--- src/rtl/uart_rx_param.sv ---
// uart_rx_param: oversampled asynchronous serial receiver.
//
// Frames are a start bit, DATA_BITS data bits sent LSB first, an optional
// parity bit and STOP_BITS stop bits. The serial line is resynchronised to
// clk, and every bit is sampled once at its centre, counted in i_baud_rate
// ticks.
//
// Ports
//   clk          system clock, rising edge
//   rst          asynchronous reset, active low
//   i_baud_rate  oversample tick enable, one clk wide per tick
//   i_rx         asynchronous serial line, idle high
//   o_rx_done    one-clk pulse at the end of each accepted frame
//   o_data       last received word
//   o_parity_err parity mismatch flag for the last frame (0 when no parity)
//   o_frame_err  stop-bit error flag for the last frame
//   o_busy       receiver is not idle
//
// state     | meaning
// ----------+--------------------------------------------------------------
// IDLE      | line idle, waiting for a low level on the synchronised line
// START     | qualify the start bit at its centre, else treat it as a glitch
// DATA      | sample DATA_BITS data bits at their centres, LSB first
// PARITY    | sample the parity bit and check it against the data
// STOP      | sample STOP_BITS stop bits and publish the frame
// WAIT_IDLE | framing error seen, hold off until the line returns high

module uart_rx_param #(
   parameter int DATA_BITS  = 8,
   parameter int OVERSAMPLE = 16,
   parameter int PARITY     = 0,
   parameter int STOP_BITS  = 1
) (
   input  logic                 clk,
   input  logic                 rst,
   input  logic                 i_baud_rate,
   input  logic                 i_rx,
   output logic                 o_rx_done,
   output logic [DATA_BITS-1:0] o_data,
   output logic                 o_parity_err,
   output logic                 o_frame_err,
   output logic                 o_busy
);

   localparam int TW = $clog2(OVERSAMPLE);
   localparam int BW = 4;

   // Tick timer is a down-counter: the reload value sets the distance to the
   // next sample point, which is taken on the tick where the count is zero.
   localparam logic [TW-1:0] TC_HALF  = TW'(OVERSAMPLE / 2 - 1);
   localparam logic [TW-1:0] TC_FULL  = TW'(OVERSAMPLE - 1);
   localparam logic [BW-1:0] BIT_LAST = BW'(DATA_BITS - 1);
   localparam logic          STOP_LAST = 1'(STOP_BITS - 1);
   localparam logic          PAR_ODD   = (PARITY == 2);

   localparam logic [2:0] S_IDLE      = 3'd0;
   localparam logic [2:0] S_START     = 3'd1;
   localparam logic [2:0] S_DATA      = 3'd2;
   localparam logic [2:0] S_PARITY    = 3'd3;
   localparam logic [2:0] S_STOP      = 3'd4;
   localparam logic [2:0] S_WAIT_IDLE = 3'd5;

   logic                 rx_meta_q;
   logic                 rx_sync_q;
   logic [2:0]           state_q,    state_d;
   logic [TW-1:0]        tick_q,     tick_d;
   logic [BW-1:0]        bit_q,      bit_d;
   logic                 stop_q,     stop_d;
   logic [DATA_BITS-1:0] shift_q,    shift_d;
   logic                 perr_q,     perr_d;
   logic                 ferr_q,     ferr_d;
   logic [DATA_BITS-1:0] data_q,     data_d;
   logic                 perr_out_q, perr_out_d;
   logic                 ferr_out_q, ferr_out_d;
   logic                 done_q,     done_d;

   logic sample;
   logic ferr_now;

   assign sample   = i_baud_rate && (tick_q == '0);
   assign ferr_now = ferr_q | ~rx_sync_q;

   always_comb begin
      state_d    = state_q;
      tick_d     = tick_q;
      bit_d      = bit_q;
      stop_d     = stop_q;
      shift_d    = shift_q;
      perr_d     = perr_q;
      ferr_d     = ferr_q;
      data_d     = data_q;
      perr_out_d = perr_out_q;
      ferr_out_d = ferr_out_q;
      done_d     = 1'b0;

      // Shared timer step for the bit-timed states; sample points override it.
      if (i_baud_rate && (tick_q != '0) &&
          ((state_q == S_START) || (state_q == S_DATA) ||
           (state_q == S_PARITY) || (state_q == S_STOP))) begin
         tick_d = tick_q - TW'(1);
      end

      case (state_q)
         S_IDLE: begin
            if (!rx_sync_q) begin
               state_d = S_START;
               tick_d  = TC_HALF;
            end
         end

         S_START: begin
            if (sample) begin
               if (!rx_sync_q) begin
                  state_d = S_DATA;
                  tick_d  = TC_FULL;
                  bit_d   = BIT_LAST;
                  perr_d  = 1'b0;
                  ferr_d  = 1'b0;
               end else begin
                  // Line went back high before mid start bit: glitch.
                  state_d = S_IDLE;
               end
            end
         end

         S_DATA: begin
            if (sample) begin
               shift_d = {rx_sync_q, shift_q[DATA_BITS-1:1]};
               tick_d  = TC_FULL;
               if (bit_q == '0) begin
                  stop_d  = STOP_LAST;
                  state_d = (PARITY != 0) ? S_PARITY : S_STOP;
               end else begin
                  bit_d = bit_q - BW'(1);
               end
            end
         end

         S_PARITY: begin
            if (sample) begin
               if (PARITY != 0) begin
                  perr_d = ((^shift_q) ^ rx_sync_q) != PAR_ODD;
               end
               tick_d  = TC_FULL;
               stop_d  = STOP_LAST;
               state_d = S_STOP;
            end
         end

         S_STOP: begin
            if (sample) begin
               tick_d = TC_FULL;
               ferr_d = ferr_now;
               if (stop_q == 1'b0) begin
                  data_d     = shift_q;
                  perr_out_d = perr_q;
                  ferr_out_d = ferr_now;
                  done_d     = 1'b1;
                  tick_d     = '0;
                  // A low stop bit may be a break; wait for the line to
                  // recover so it is not mistaken for another start bit.
                  state_d    = ferr_now ? S_WAIT_IDLE : S_IDLE;
               end else begin
                  stop_d = 1'b0;
               end
            end
         end

         S_WAIT_IDLE: begin
            if (rx_sync_q) begin
               state_d = S_IDLE;
            end
         end

         default: begin
            state_d = S_IDLE;
            tick_d  = '0;
         end
      endcase
   end

   always_ff @(posedge clk or negedge rst) begin
      if (!rst) begin
         rx_meta_q  <= 1'b1;
         rx_sync_q  <= 1'b1;
         state_q    <= S_IDLE;
         tick_q     <= '0;
         bit_q      <= '0;
         stop_q     <= 1'b0;
         shift_q    <= '0;
         perr_q     <= 1'b0;
         ferr_q     <= 1'b0;
         data_q     <= '0;
         perr_out_q <= 1'b0;
         ferr_out_q <= 1'b0;
         done_q     <= 1'b0;
      end else begin
         rx_meta_q  <= i_rx;
         rx_sync_q  <= rx_meta_q;
         state_q    <= state_d;
         tick_q     <= tick_d;
         bit_q      <= bit_d;
         stop_q     <= stop_d;
         shift_q    <= shift_d;
         perr_q     <= perr_d;
         ferr_q     <= ferr_d;
         data_q     <= data_d;
         perr_out_q <= perr_out_d;
         ferr_out_q <= ferr_out_d;
         done_q     <= done_d;
      end
   end

   assign o_rx_done    = done_q;
   assign o_data       = data_q;
   assign o_parity_err = perr_out_q;
   assign o_frame_err  = ferr_out_q;
   assign o_busy       = (state_q != S_IDLE);

endmodule

--- config.mk ---
export PLATFORM = sky130hd
export DESIGN_NAME = uart_rx_param
export DESIGN_NICKNAME = d
export VERILOG_FILES = /design/src/rtl/uart_rx_param.sv
export SDC_FILE = /design/constraint.sdc
export NUM_CORES = 1
export LEC_CHECK = 0
export BUFFER_PORTS_ARGS = -buffer_cell sky130_fd_sc_hd__buf_2
export CAP_MARGIN = 30
export CORE_MARGIN = 2
export CORE_UTILIZATION = 43
export CTS_CLUSTER_DIAMETER = 80
export CTS_CLUSTER_SIZE = 40
export DETAILED_ROUTE_END_ITERATION = 12
export SYNTH_ARGS = -nofsm -noshare
export SYNTH_HDL_FRONTEND = slang
export SYNTH_SLANG_ARGS = --single-unit
--- constraint.sdc ---
create_clock -name clk -period 3.55 [get_ports clk]
set_clock_uncertainty 0.15 [all_clocks]
set_input_delay 1.065 -clock clk [delete_from_list [all_inputs] [get_ports clk]]
set_output_delay 1.065 -clock clk [all_outputs]
set_load 0.005 [all_outputs]
# Yosys cells after proc, flatten, opt, wreduce, memory -nomap -nowiden
# Index checks and enable logic that the tools add are counted.
dict set report totals {
  input_bits 4
  ff_bits 33
  out_inout_bits 12
  elab_cells 89
}
dict set report op_classes {
  n_bitwise 3
  n_mux 35
  reduce_logical 22
  addsub 2
  eq_ne 16
}
# op n
set ops {}
lappend ops {{$mux 4} 11}
lappend ops {{$mux 3} 9}
lappend ops {{$pmux 4 s5} 1}
lappend ops {{$ne 2x2->1 const B} 9}
lappend ops {{$pmux 3 s6} 1}
lappend ops {{$mux 1} 9}
lappend ops {{$logic_not 4->1} 2}
lappend ops {{$pmux 4 s2} 1}
lappend ops {{$reduce_and 4->1} 2}
lappend ops {{$reduce_and 8->1} 1}
lappend ops {{$sub 4x1->4 const B} 2}
lappend ops {{$eq 3x2->1 const B} 2}
lappend ops {{$eq 3x3->1 const B} 2}
lappend ops {{$reduce_bool 2->1} 3}
lappend ops {{$reduce_and 5->1} 1}
lappend ops {{$ne 2x1->1 const B} 2}
lappend ops {{$pmux 1 s2} 2}
lappend ops {{$reduce_bool 4->1} 1}
lappend ops {{$reduce_or 2->1} 2}
lappend ops {{$eq 3x1->1 const B} 1}
lappend ops {{$logic_and 1x1->1} 3}
lappend ops {{$logic_not 3->1} 1}
lappend ops {{$logic_or 1x1->1} 3}
lappend ops {{$reduce_and 3->1} 1}
lappend ops {{other kinds (5)} 6}

# Logic depth before layout (Yosys ltp)
dict set report depth {
  depth_word 9
  depth_mapped 8
  depth_no_buf 6
}

# Worst setup path before layout
# Ideal clock, no wire load.
dict set report synth_timing {
  path_type {input -> register}
  from {input port i_baud_rate}
  to {register data_q[0], in the netlist o_data[0]}
  slack_ns 1.330
  path_stages 4
  setup_time_ns 0.125
  arrival_ns 1.946
  t_required_ns 3.275
  cell_sequence {and4bb_2 nand3_1 buf_2 mux2_2}
}
dict set report synth_via {
  elab_chain_cells 2
}
# element line_no
set synth_rtl {}
lappend synth_rtl {{from (decl)} 36} ;# input logic i_baud_rate,
lappend synth_rtl {{$logic_and 1x1->1} 80} ;# assign sample = i_baud_rate && (tick_q == '0);
lappend synth_rtl {{$reduce_and 3->1 (no line)} --}
lappend synth_rtl {{to (signal assigned)} 207} ;# data_q <= data_d;
lappend synth_rtl {{to (decl)} 72} ;# logic [DATA_BITS-1:0] data_q, data_d;
# Every way passes these cells.
# A chain may end at the register's enable or synchronous reset.

# Final worst setup path
dict set report layout_timing {
  from {register state_q[1]}
  to {output port o_busy}
}
dict set report layout_via {
  elab_chain_cells 1
}
# element line_no
set layout_rtl {}
lappend layout_rtl {{from (decl)} 65} ;# logic [2:0] state_q, state_d;
lappend layout_rtl {{from (signal assigned)} 200} ;# state_q <= state_d;
lappend layout_rtl {{$reduce_bool 3->1} 218} ;# assign o_busy = (state_q != S_IDLE);
lappend layout_rtl {{to (decl)} 42} ;# output logic o_busy
# Every way passes these cells.

==> flow_metrics.tcl <==
set metrics [dict create \
    outcome "completed" \
    path_class "reg -> out" \
    grt_start_max_net_pins 33 \
    startpoint_type "register" \
    crit_path_end_kind "output pin" \
    hp-class "reg -> reg" \
    hold_start "rx_meta_q$_DFF_PN1_" \
    first_iter_violations 115 \
    layout_common_cells "dfrtp_1, nand2_1, buf_2" \
    place.gp.congestion 0.781 \
    worst_pin_slew_ns 0.716 \
    post_synth.cell_area_avg_um2 10.0 \
    io_pins 16 \
    grt_pass1_vias 1144 \
    die_w_um 64.9 \
    syn-cell-area_mm2 0.00159 \
    clkTransAtPathRegs_ns 0.06 \
    report.final.hold_viol_count 0 \
    finalHoldWorstSlack_ns 0.207 \
    vias 1179 \
    p_leak_nw 0.843 \
    hpwl_mm 2.15 \
    yosysSeqAreaShare_pct 50.4 \
    antenna_left 0 \
    rr_startpoint "tick_q[1]$_DFF_PN0_" \
    min_to "rx_sync_q$_DFF_PN1_" \
    power.density_mw_per_mm2 503 \
    cts_resized 0 \
    final.period_utilization_pct 74.4 \
    ys_ff_latch 32 \
    ys.flop_type "dfrtp_1" \
    syn_inst 159 \
    clockBufferDepth 2 \
    start_util_pct 44.2 \
    grt_remaining_overflow 0 \
    crit_start "state_q[1]$_DFFE_PN0P_" \
    grt_antenna_before_repair 0 \
    tns_ns 0 \
    port_buffers 14 \
    fmaxAchievable_mhz 378 \
    first_pass_iters 4 \
    via_per_inst 5.31 \
    synthArstFlopShare_pct 100 \
    rows 22 \
    reg2reg_to "o_data[2]$_DFFE_PN0P_" \
    wl_per_cell_um 13.9 \
    holdPathStages 0 \
    drc_errors 0 \
    die_y_um 64.9 \
    ys_warn_count 0 \
    h-tree-depth 2 \
    vdd_drop_max_v 0.000277 \
    path_max_fanout 16 \
    antenna_cells 0 \
    synth_edf_count 0 \
    hold_buffers 0 \
    arrival_ns 1.43 \
    synthToLayoutAreaGrowth_pct 11.3 \
    clock_sinks 32 \
    setup_viol 0 \
    max-cap-violations 0 \
    cts_tree "yes" \
    totalWireLength_mm 3.09 \
    synth.distinct_cells 41 \
    grt_pass1_wl_mm 5.38 \
    clk_latency_ns 0.28 \
    rsz0062_at_grt "false" \
    post_cts_buffers 0 \
    slew_headroom_pct 52.3 \
    period_minus_slack_ns 2.64 \
    final_common_cell "dfrtp_1" \
    required_ns 2.33 \
    drive_gt1_share_pct 23.0 \
    core_mm2 0.00361 \
    nets 179 \
    synthesis.nets 165 \
    cts_buffers 5 \
    report.final.slew_viol_count 0 \
    track_usage_pct 16.8 \
    r2r_setup_slack_ns 1.36 \
    design.die.area_mm2 0.00421 \
    cts-root-buf "clkbuf_8" \
    r2r_cells 5 \
]
-- synth_stat cells (2+ instances only) --
cell	count	share of area, %
buf_4	3	1.4
nand4_1	2	0.79
buf_2	3	0.94
inv_1	7	1.6
ha_1	2	1.6
nand3_1	3	0.94
mux2_2	8	5.7
dfrtp_1	30	47
o21a_1	5	2.4
mux2i_1	2	1.3
o21ai_0	12	3.8
a21oi_1	7	2.2
o211ai_1	2	0.94
nand2_1	28	6.6
nor3_1	5	1.6
nor2_1	10	2.4
dfstp_2	2	3.3
and3_1	2	0.79
a31oi_1	2	0.79
or3b_1	2	1.1
clkbuf_1	2	0.47
-- cells by family after synthesis --
logic type	synth area share, %
buffers and inverters	4.48
xor gates and xnor gates	0.550
DFF	50.4
muxes	6.91
AOI/OAI and AO/OA	16.5
other	0.235
adders and majority gates	1.57
and+or+nand+nor	19.3
-- state kept, by name (all words and copies together) (netlist names) --
name / count
tick_q: 4
state_q: 3
shift_q: 8
ferr_q: 1
rx_sync_q: 1
rx_meta_q: 1
o_frame_err: 1
bit_q: 4
o_data: 8
o_rx_done: 1
-- routing by layer --
metal  global-route usage, %  vias up  wire length, µm
li1                        -      581                -
met5                       0        -                0
met2                    25.9       25             1430
met4                    5.59        0               45
met3                    4.69        5              120
met1                    22.7      568             1490
-- worst max-delay path, cell delays in order (launching register included) --
cell and delay, ns:
dfrtp_1 0.54, or3_4 0.47, buf_2 0.14
-- through the flow --
stage / instances / utilization (%) / area, µm² / power [W] / setup slack, ns
floorplan: 159 / - / 1590 / 0.000578 / 1.33
global placement: 214 / 46.7 / 1690 / 0.000615 / 0.952
detailed placement: 214 / 46.7 / 1690 / 0.000624 / 0.906
CTS: 222 / 49.2 / 1770 / 0.000903 / 0.896
global route: 222 / 49.2 / 1770 / 0.000945 / 0.855
finish: 222 / 49.2 / 1770 / 0.000892 / 0.908
-- layout make-up --
cell class                      instances  area [µm²]
Fill cell                             350        1830
Sequential cell                        32         803
Multi-Input combinational cell        112         718
Timing Repair Buffer                   15        77.6
Clock buffer                            5        68.8
Tap cell                               48        60.1
Inverter                                7        26.3
Clock inverter                          3        18.8
-- how the worst max path moves through the flow --
stage	endpoint	slack, ns	depth (start not counted)
final	o_busy	0.91	2
after global routing	o_busy	0.85	2
after CTS	o_busy	0.90	2
after detailed placement	o_data[0]$_DFFE_PN0P_	0.91	4
after global placement	o_data[3]$_DFFE_PN0P_	0.95	4
after floorplan	o_data[0]$_DFFE_PN0P_	1.33	4
-- power breakdown --
part / internal (W) / switching, W
clock network: 0.000136 / 0.000137
registers: 0.000395 / 0.0000441
logic: 0.0000797 / 0.0000999
(Power assumes the default switching activity.)
